## src/rtl/byte_encode_stream.sv

```systemverilog
// byte_encode_stream: ByteEncode_d packer for one 256-coefficient polynomial.
// Coefficients of D bits are concatenated LSB-first into a bit stream and
// emitted as little-endian bytes, in ascending order.
//
// Ports:
//   clk, rst_n        clock, asynchronous active-low reset
//   start_i           begin a polynomial (sampled only in IDLE)
//   coeff_i           D-bit coefficient
//   coeff_valid_i     coeff_i valid
//   coeff_ready_o     encoder accepts coeff_i this cycle
//   byte_o            packed output byte
//   byte_valid_o      byte_o valid
//   byte_ready_i      downstream accepts byte_o
//   busy_o            high while a polynomial is in progress
//   done_o            one-cycle pulse after the last byte is accepted
module byte_encode_stream #(
  parameter int unsigned D       = 12,
  parameter int unsigned N_COEFF = 256
) (
  input  logic         clk,
  input  logic         rst_n,
  input  logic         start_i,
  input  logic [D-1:0] coeff_i,
  input  logic         coeff_valid_i,
  output logic         coeff_ready_o,
  output logic [7:0]   byte_o,
  output logic         byte_valid_o,
  input  logic         byte_ready_i,
  output logic         busy_o,
  output logic         done_o
);

  localparam int unsigned N_BYTES = (N_COEFF * D) / 8;
  localparam int unsigned ACC_W   = D + 7;
  localparam int unsigned CNT_W   = $clog2(D + 8);
  localparam int unsigned CCNT_W  = $clog2(N_COEFF + 1);
  localparam int unsigned BCNT_W  = $clog2(N_BYTES + 1);

  typedef enum logic [1:0] {
    IDLE = 2'd0,
    RUN  = 2'd1,
    DONE = 2'd2
  } state_t;

  state_t              state, state_n;
  logic [ACC_W-1:0]    acc, acc_n;
  logic [CNT_W-1:0]    cnt, cnt_n;
  logic [CCNT_W-1:0]   ccnt, ccnt_n;
  logic [BCNT_W-1:0]   bcnt, bcnt_n;

  logic                coeff_ready_n;
  logic [7:0]          byte_n;
  logic                byte_valid_n;
  logic                busy_n;
  logic                done_n;
  logic                coeff_take;
  logic                byte_take;

  // State, datapath and registered outputs
  always_ff @(posedge clk or negedge rst_n) begin
    if (!rst_n) begin
      state         <= IDLE;
      acc           <= '0;
      cnt           <= '0;
      ccnt          <= '0;
      bcnt          <= '0;
      coeff_ready_o <= 1'b0;
      byte_o        <= 8'h00;
      byte_valid_o  <= 1'b0;
      busy_o        <= 1'b0;
      done_o        <= 1'b0;
    end else begin
      state         <= state_n;
      acc           <= acc_n;
      cnt           <= cnt_n;
      ccnt          <= ccnt_n;
      bcnt          <= bcnt_n;
      coeff_ready_o <= coeff_ready_n;
      byte_o        <= byte_n;
      byte_valid_o  <= byte_valid_n;
      busy_o        <= busy_n;
      done_o        <= done_n;
    end
  end

  // Next-state, datapath update and next output values
  always_comb begin
    state_n    = state;
    acc_n      = acc;
    cnt_n      = cnt;
    ccnt_n     = ccnt;
    bcnt_n     = bcnt;
    coeff_take = 1'b0;
    byte_take  = 1'b0;

    unique case (state)
      IDLE: begin
        if (start_i) begin
          state_n = RUN;
          acc_n   = '0;
          cnt_n   = '0;
          ccnt_n  = '0;
          bcnt_n  = '0;
        end
      end

      RUN: begin
        // ready needs cnt<8 and valid needs cnt>=8, so at most one fires
        coeff_take = coeff_valid_i && coeff_ready_o;
        byte_take  = byte_valid_o && byte_ready_i;
        if (coeff_take) begin
          acc_n  = acc | (ACC_W'(coeff_i) << cnt);
          cnt_n  = cnt + CNT_W'(D);
          ccnt_n = ccnt + CCNT_W'(1);
        end else if (byte_take) begin
          acc_n  = acc >> 8;
          cnt_n  = cnt - CNT_W'(8);
          bcnt_n = bcnt + BCNT_W'(1);
          if (bcnt_n == BCNT_W'(N_BYTES)) begin
            state_n = DONE;
          end
        end
      end

      DONE: begin
        state_n = IDLE;
      end

      default: begin
        state_n = IDLE;
      end
    endcase

    // Outputs are registered copies of the functions of the next state
    coeff_ready_n = (state_n == RUN) && (cnt_n < CNT_W'(8)) &&
                    (ccnt_n < CCNT_W'(N_COEFF));
    byte_valid_n  = (state_n == RUN) && (cnt_n >= CNT_W'(8));
    byte_n        = (state_n == RUN) ? acc_n[7:0] : 8'h00;
    busy_n        = (state_n == RUN);
    done_n        = (state_n == DONE);
  end

endmodule

```

## config.mk

```make
export PLATFORM = sky130hd
export DESIGN_NAME = byte_encode_stream
export DESIGN_NICKNAME = d
export VERILOG_FILES = /design/src/rtl/byte_encode_stream.sv
export SDC_FILE = /design/constraint.sdc
export NUM_CORES = 1
export LEC_CHECK = 0
export BUFFER_PORTS_ARGS = -buffer_cell sky130_fd_sc_hd__buf_2
export CAP_MARGIN = 40
export CELL_PAD_IN_SITES_DETAIL_PLACEMENT = 0
export CELL_PAD_IN_SITES_GLOBAL_PLACEMENT = 1
export CORE_ASPECT_RATIO = 0.75
export CORE_MARGIN = 3
export CORE_UTILIZATION = 46
export DETAILED_ROUTE_END_ITERATION = 8
export PLACE_DENSITY = 0.85
export SYNTH_ARGS = -nofsm -noshare
export SYNTH_HDL_FRONTEND = slang
export SYNTH_SLANG_ARGS = --single-unit
```

## constraint.sdc

```tcl
create_clock -name clk -period 2.45 [get_ports clk]
set_input_delay 0.3675 -clock clk [delete_from_list [all_inputs] [get_ports clk]]
set_output_delay 0.3675 -clock clk [all_outputs]
set_load 0.03 [all_outputs]
```

Yosys cells after proc, flatten, opt, wreduce, memory -nomap -nowiden
Index checks and enable logic that the tools add are counted.
{"block": "totals", "ff_bits": 56, "output_inout_bits": 12}
{"block": "op_classes", "addsub": 4, "magnitude_cmp": 3, "n_eq_ne": 8, "shifts": 1, "n_mux": 21, "n_bitwise": 1, "n_reduce_logical": 9}
{"op": "two-way mux 19 bit", "n": 3}
{"op": "two-way mux 9 bit", "n": 5}
{"op": "case mux 19 bit (2 select lines)", "n": 1}
{"op": "case mux 9 bit (2 select lines)", "n": 2}
{"op": "OR 19 bit", "n": 1}
{"op": "left shift 12 x 5 -> 19 bit", "n": 1}
{"op": "adder 9 x 1 -> 9 bit (second input constant)", "n": 2}
{"op": "two-way mux 5 bit", "n": 3}
{"op": "case mux 5 bit (2 select lines)", "n": 1}
{"op": "equality test 9 bit (second input constant)", "n": 1}
{"op": "< comparator 9 bit (second input constant)", "n": 1}
{"op": "two-way mux 2 bit", "n": 4}
{"op": "two-way mux 8 bit", "n": 1}
{"op": "!= test 2 bit (second input constant)", "n": 3}
{"op": "adder 5 x 4 -> 5 bit (second input constant)", "n": 1}
{"op": "greater-or-equal comparator 5 x 4 -> 1 bit (second input constant)", "n": 1}
{"op": "logical AND 1 bit", "n": 5}
{"op": "< comparator 5 x 4 -> 1 bit (second input constant)", "n": 1}
{"op": "subtractor 5 x 4 -> 5 bit (second input constant)", "n": 1}
{"op": "equality test 2 x 1 -> 1 bit (second input constant)", "n": 2}
{"op": "case mux 2 bit (2 select lines)", "n": 1}
{"op": "AND reduction 4 bit", "n": 1}
{"op": "!= test 3 bit (second input constant)", "n": 1}
{"op": "AND reduction 3 bit", "n": 1}
{"op": "3 further kinds", "n": 3}

Logic depth before layout (Yosys ltp)
Gate-level depths: netlist of the first run.
{"block": "logic_depth", "ltp_word": 9, "depth_mapped": 8, "depth_no_buf": 7}

Worst setup path after synthesis of the first run
Ideal clock, no wire load.
{"block": "synth_path", "path_kind": "register to register", "startpoint": "reg bcnt[0]", "endpoint": "reg coeff_ready_o", "setup_ns": 0.095, "arrival_time_ns": 1.829, "required_ns": 2.355, "slack_ns": 0.526, "stages_incl_launch_ff": 9, "synth_period_minus_slack_ns": 1.924, "path_cell_list": "dfrtp_1 ha_1 and3_4 buf_6 mux2_4 a31oi_4 nor2_2 buf_6 nor4_4"}
{"block": "synth_between", "elab_chain_cells": 9}
{"element": "start, declared", "line_no": "49", "text": "logic [BCNT_W-1:0] bcnt, bcnt_n;"}
{"element": "start signal, assigned", "line_no": "77", "text": "bcnt <= bcnt_n;"}
{"element": "adder 9 x 1 -> 9 bit", "line_no": "118", "text": "bcnt_n = bcnt + BCNT_W'(1);"}
{"element": "equality test 9 bit", "line_no": "119", "text": "if (bcnt_n == BCNT_W'(N_BYTES)) begin"}
{"element": "two-way mux 2 bit", "line_no": "119"}
{"element": "two-way mux 2 bit", "line_no": "115", "text": "end else if (byte_take) begin"}
{"element": "two-way mux 2 bit", "line_no": "111", "text": "if (coeff_take) begin"}
{"element": "case mux 2 bit (2 select lines)", "line_no": "96", "text": "unique case (state)"}
{"element": "equality test 2 x 1 -> 1 bit", "line_no": "135", "text": "coeff_ready_n = (state_n == RUN) && (cnt_n < CNT_W'(8)) &&"}
{"element": "logical AND 1 bit (2 in series)", "line_no": "135"}
{"element": "named net coeff_ready_n", "line_no": "51", "text": "logic coeff_ready_n;"}
{"element": "end signal, assigned", "line_no": "78", "text": "coeff_ready_o <= coeff_ready_n;"}
{"element": "end, declared", "line_no": "25", "text": "output logic coeff_ready_o,"}
The timed path passes the listed nets, and every way through them passes these cells.
A chain may end at the register's enable or synchronous reset.

Worst setup path after layout of the first run
{"block": "layout_path", "startpoint": "reg cnt[1]", "endpoint": "reg acc[13]"}
{"block": "layout_between", "elab_chain_cells": 4}
{"element": "start, declared", "line_no": "47", "text": "logic [CNT_W-1:0] cnt, cnt_n;"}
{"element": "start signal, assigned", "line_no": "75", "text": "cnt <= cnt_n;"}
{"element": "left shift 12 x 5 -> 19 bit", "line_no": "112", "text": "acc_n = acc | (ACC_W'(coeff_i) << cnt);"}
{"element": "OR 19 bit", "line_no": "112"}
{"element": "two-way mux 19 bit", "line_no": "111"}
{"element": "case mux 19 bit (2 select lines)", "line_no": "96"}
{"element": "end signal, assigned", "line_no": "74", "text": "acc <= acc_n;"}
{"element": "end, declared", "line_no": "46", "text": "logic [ACC_W-1:0] acc, acc_n;"}
Every way passes these cells.

==> results of run 1 <==
==> routing by layer <==
layer  up-vias  routed length [um]  GRT usage (%)
met2        88                3299          28.81
met3        10                 430          3.161
met5         -                   0              0
met4         0                  53          3.105
met1      1325                4081          34.25
li1       1304                   -              -
==> synthesized netlist by cell type (all sizes together) <==
cell type and n:
o32a 3, a22oi 2, or3 1, buf 10, dfrtp 56, a21o 3
a31o 1, nor2 24, a41oi 1, nor4 2, nor3 6, o21ai 26
a22o 6, mux2i 24, o21bai 1, mux4 5, nor3b 4, clkbuf 11
nand2 42, nor2b 5, inv 2, ha 4, a211oi 4, a31oi 3
a311oi 1, nand3b 4, o31ai 6, o211ai 2, nand4 7, xor2 3
o22ai 5, and2 2, nand2b 5, o2bb2ai 1, a21oi 22, mux2 3
nand3 15, and2b 3, and3 9, a221oi 1, clkinv 1, xnor2 4
==> state kept, by name (all words and copies together), names as in the netlist <==
signal         flops
acc               19
bcnt               9
busy_o             1
byte_o             8
byte_valid_o       1
ccnt               9
cnt                5
coeff_ready_o      1
done_o             1
state              2
==> placed cells by master (no fill, tap or decap), types with 6 or more instances in the layout <==
cell / synthesis / layout
a21oi_1: 22 / 22
a22o_1: 6 / 6
and3_1: 7 / 7
buf_2: 6 / 28
buf_4: 1 / 15
dfrtp_1: 56 / 56
mux2i_1: 24 / 24
nand2_1: 42 / 42
nand3_1: 14 / 14
nand4_1: 7 / 7
nor2_1: 22 / 22
nor3_1: 6 / 6
o21ai_0: 25 / 25
o31ai_1: 6 / 6
==> worst max-delay path: cells and delay by family, from the launching register on <==
family,cells,cell delay (ps)
AND/OR/NAND/NOR,1,50
AO/OA/AOI/OAI,5,1080
flip-flops,1,810
buffers and inverters,1,260
==> path summary, 6_finish.rpt <==
check / end / cells past startpoint
setup / recovery: acc[13] / 7
hold / removal: byte_o[1] / 1
setup reg to reg: acc[13] / 7
hold reg to reg: acc[7] / 2
max in group asynchronous: acc[10] / 2
min in group clk: acc[10] / 3
==> cell type report <==
type	instances	area [sq um]	share of cell area, %
multi-input combinational	260	1743	47.64
clock inverter	2	60.06	1.642
inverter	3	11.26	0.3078
sequential	56	1401	38.30
tap	81	101.3	2.770
clock buffer	5	68.82	1.881
timing repair buffer	44	272.8	7.456
==> kinds of logic (layout without fill, tap and decap cells) <==
logic type,after synthesis,count (layout)
flip-flops,56,56
AO/OA/AOI/OAI,88,88
multiplexers,32,32
adder cells (fa/ha/maj),4,4
AND/OR/NAND/NOR,129,129
XOR/XNOR,7,7
buffers and inverters,24,54
==> power by group through the flow <==
stage,registers (mW),logic [mW],clock network (mW)
floorplan,1.50,0.959,0
global placement,1.47,1.39,0
detailed placement,1.48,1.41,0
CTS,1.46,1.42,0.702
global route,1.51,1.60,0.747
finish,1.47,1.43,0.692
==> metrics, run 1 <==
Die Ht 78.91 um; initial antenna violation count 0; RSZ-0062 raised after global routing no; GP Congestion between 0.9 and 1; Final WS setup 157.1 ps; design area 3659 sq um; # rows 25; largest net degree at the start of global routing 30; Setup-failing EPs final 0; Sink Count 56; post-cts sizing count 0; Overflow after GRT 0; switching share of power 38.82%; largest family of logic cells by synthesized area simple AND/OR/NAND/NOR gates; number of synthesized register bits 56; CTS buffer count 5; fin util 55.70%; share of the synthesized area in the top cell type 42.98%; H-tree depth 2; final clock skew 8.372 ps; total number of vias between 2000 and 3000; First DRT Iteration DRCs 212; multiplexer area fraction after synthesis between 10% and 20%; combinational share of power 39.8%; CP max stage cell dfrtp_1; top cells by area, synth dfrtp_1, mux2i_1, nand2_1, o21ai_0, mux4_2; total chip power 3.593 mW; first-pass GRT wire length 13.30 mm; CP startpoint cnt[1]; CP Max Fanout 18; Setup crit start kind register; fillers 596; final hold slack about 67 ps; # diodes 0; Final Hold Viols 0; vias in the first global route 2543; fin cells 451; Worst-path clk slew 100 ps; Starting Density 49.64%; status complete, no violations; nets 391; Adder-Cell Fraction of Synth Area 1.535%; CP Data Required Time ~2700 ps; routed wire length per instance between 15 and 20 um; Crit. End Element register; DRC Markers 0; Yosys cell types 53; drt first pass iters 4; final worst path period share between 90% and 100%; max-slew violations 0; CTS tree yes; pre-CTS setup slack around 270 ps; post-DP HPWL 5.887 mm; post-synthesis sequential area ratio 42.98%; max capacitance violation total 0; LEAKAGE approximately 1.6 nW; Syn Nets between 300 and 400; CTS Hold Bufs 0; Area Growth Syn to Fin 12.20%; Internal Power 2.198 mW; Psw 1.395 mW; core area 6569 sq um; pwr dens 982.2 nW/um^2; fmax 436.1 MHz; Most Frequent Cell on Critical Path a21oi_1; Routed Antenna Nets 0; crit path DAT 2500 ps; FF-to-FF setup slack approximately 160 ps; Tot GR Track Use between 20 and 25%; power share of the clock group 19.3%; XOR/XNOR Fraction of Synth Area roughly 1.9%; Slew @ Worst Pin 792.7 ps; cell taking the most area after synthesis dfrtp_1; Placed Cells 444; CP Class register to register; Total Wirelength just under 8 mm; TNS Setup 0 ps; Syn Area/Cell roughly 9.6 sq um; worst path cell trace buf_4 > nor2b_1 > a211oi_1 > a21oi_1 > a21oi_1 > o21ai_0 > a22o_1; Reg power frac 40.9%; Chip Width 103.2 um; compound-cell area share of the yosys netlist between 15 and 20%; synthesized instance count 340; Vias/cell 6.047; crit-path max cell delay 810 ps; Post-Syn Area 3261 sq um; Hold WC Path Type primary input to async pin; Synth Warn # 0; simple-gate share of the synthesized area 20.68%; minimum clock period 2293 ps; RR Startpoint cnt[1]; Peak VDD IR 0.5561 mV; slew margin rel. 47.15%; area post-placement between 3000 and 4000 sq um; Max clock buf depth 2; share of cells above drive strength 1 a little under a fifth; clock latency on the worst-skew pair 310 ps; postcts setup bufs 0; clock tree root buffer cell clkbuf_8; Die ar. ~8100 sq um; I/O pin count 29; Port Buffer Count 28
Note: power is estimated with default switching activity, not from simulation.
==> inputs of run 2 (changes only) <==
- CORE_UTILIZATION: 46 -> 36
- PLACE_DENSITY: 0.85 -> 0.7
- SKIP_CTS_REPAIR_TIMING: unset -> 1
==> metrics, run 2 (synthesis gave the netlist of run 1 again) <==
H-tree depth 2; Routed Antenna Nets 0; Slew @ Worst Pin 686.1 ps; max capacitance violation total 0; max-slew violations 0; Setup-failing EPs final 0; failing checks hold timing; # rows 29; # diodes 0; clock latency on the worst-skew pair 290 ps; LEAKAGE around 1.7 nW; Chip Width 115.9 um; CP Class register to register; Vias/cell ~5.6; Crit. End Element register; Port Buffer Count 28; GP Congestion 0.8108; share of cells above drive strength 1 19.41%; post-DP HPWL 6.343 mm; crit-path max cell delay 590 ps; clock tree root buffer cell clkbuf_16; core area 8636 sq um; drt first pass iters 5; final worst path period share a little over four fifths; CP bufs+invs 0; RSZ-0062 raised after global routing no; total number of vias 2712; CP max stage cell dfrtp_1; vias in the first global route 2528; TNS Setup 0 ps; CP Data Required Time roughly 2600 ps; worst path cell trace mux2i_1 > mux2i_1 > a22o_1 > nand2_1 > o21ai_0 > a22o_1; Largest register FFs 19; Final Hold Viols 10; Peak VDD IR 0.3529 mV; Top delay family on crit path multiplexers; Die ar. 10250 sq um; Final WS setup 374.4 ps; pwr dens 974.2 nW/um^2; design area 3735 sq um; minimum clock period 2076 ps; area post-placement 3588 sq um; final hold slack -8.060 ps; initial antenna violation count 0; CP Max Fanout 10; crit path DAT roughly 2300 ps; Largest regs acc: 19 flops, bcnt: 9 flops, ccnt: 9 flops; Total Wirelength 8.312 mm; Die Ht 88.42 um; Max clock buf depth 2; status complete, but fails checks; Register-to-Register Path Depth 6; Worst-path clk slew roughly 70 ps; Sink Count 56; I/O pin count 29; total chip power 3.639 mW; Overflow after GRT 0; routed wire length per instance 17.17 um; pre-CTS setup slack 366.2 ps; CTS tree yes; Area Growth Syn to Fin 14.54%; most frequent cells in the layout dfrtp_1, nand2_1, buf_2; Starting Density 37.76%; slew margin rel. 54.26%; nets about 400; Setup crit start kind register; Largest Register acc; largest net degree at the start of global routing 26; final clock skew 5.316 ps; DRC Markers 0; Tot GR Track Use between 10% and 20%; Crit. path cell count 6; first-pass GRT wire length between 10 and 15 mm; most common cell after layout, fill and taps aside dfrtp_1; fin util between 40% and 50%; First DRT Iteration DRCs 156; CTS buffer count 5; fmax 481.8 MHz; Hold WC Path Type primary input to async pin
[run 2: changes by cell type in the layout (fill, tap and decap cells not counted), sizes merged]
cell | previous run | this run
buf | 44 | 49
bufinv | 2 | 0
clkbuf | 5 | 8
[run 2: metal layers]
layer | vias up | track usage, % | wire length (um)
li1 | 1309 | - | -
met1 | 1335 | 27.83 | 4559
met2 | 66 | 22.72 | 3253
met3 | 2 | 4.443 | 483
met4 | 0 | 2.529 | 16
met5 | - | 0 | 0
[run 2: final cells by class]
class,instances,area [sq um]
fill,838,4901
multi-input combinational,260,1743
sequential,56,1401
timing repair buffer,49,297.8
clock buffer,8,146.4
tap,108,135.1
inverter,3,11.26
[run 2: stage by stage]
step,hold slack [ps],instances
after floorplan,71.91,340
after global placement,310.6,476
after detailed placement,315.1,476
after CTS,1.184,484
after global routing,14.48,484
final,-8.060,484
[run 2: worst paths after layout]
check | startpoint | end | slack (ps)
worst max-delay path | cnt[1] | acc[13] | 370
worst min-delay path | rst_n | cnt[0] | -8
worst max register to register | cnt[1] | acc[13] | 370
worst min register to register | acc[14] | acc[14] | 470
max in group asynchronous | rst_n | busy_o | 1790
min in group clk | acc[14] | acc[14] | 470
[run 2: power by group]
group / internal [mW] / total [mW] / switching [mW]
Sequential: 1.20 / 1.45 / 0.251
Clock: 0.409 / 0.722 / 0.313
Combinational: 0.602 / 1.46 / 0.861
Total: 2.21 / 3.64 / 1.43
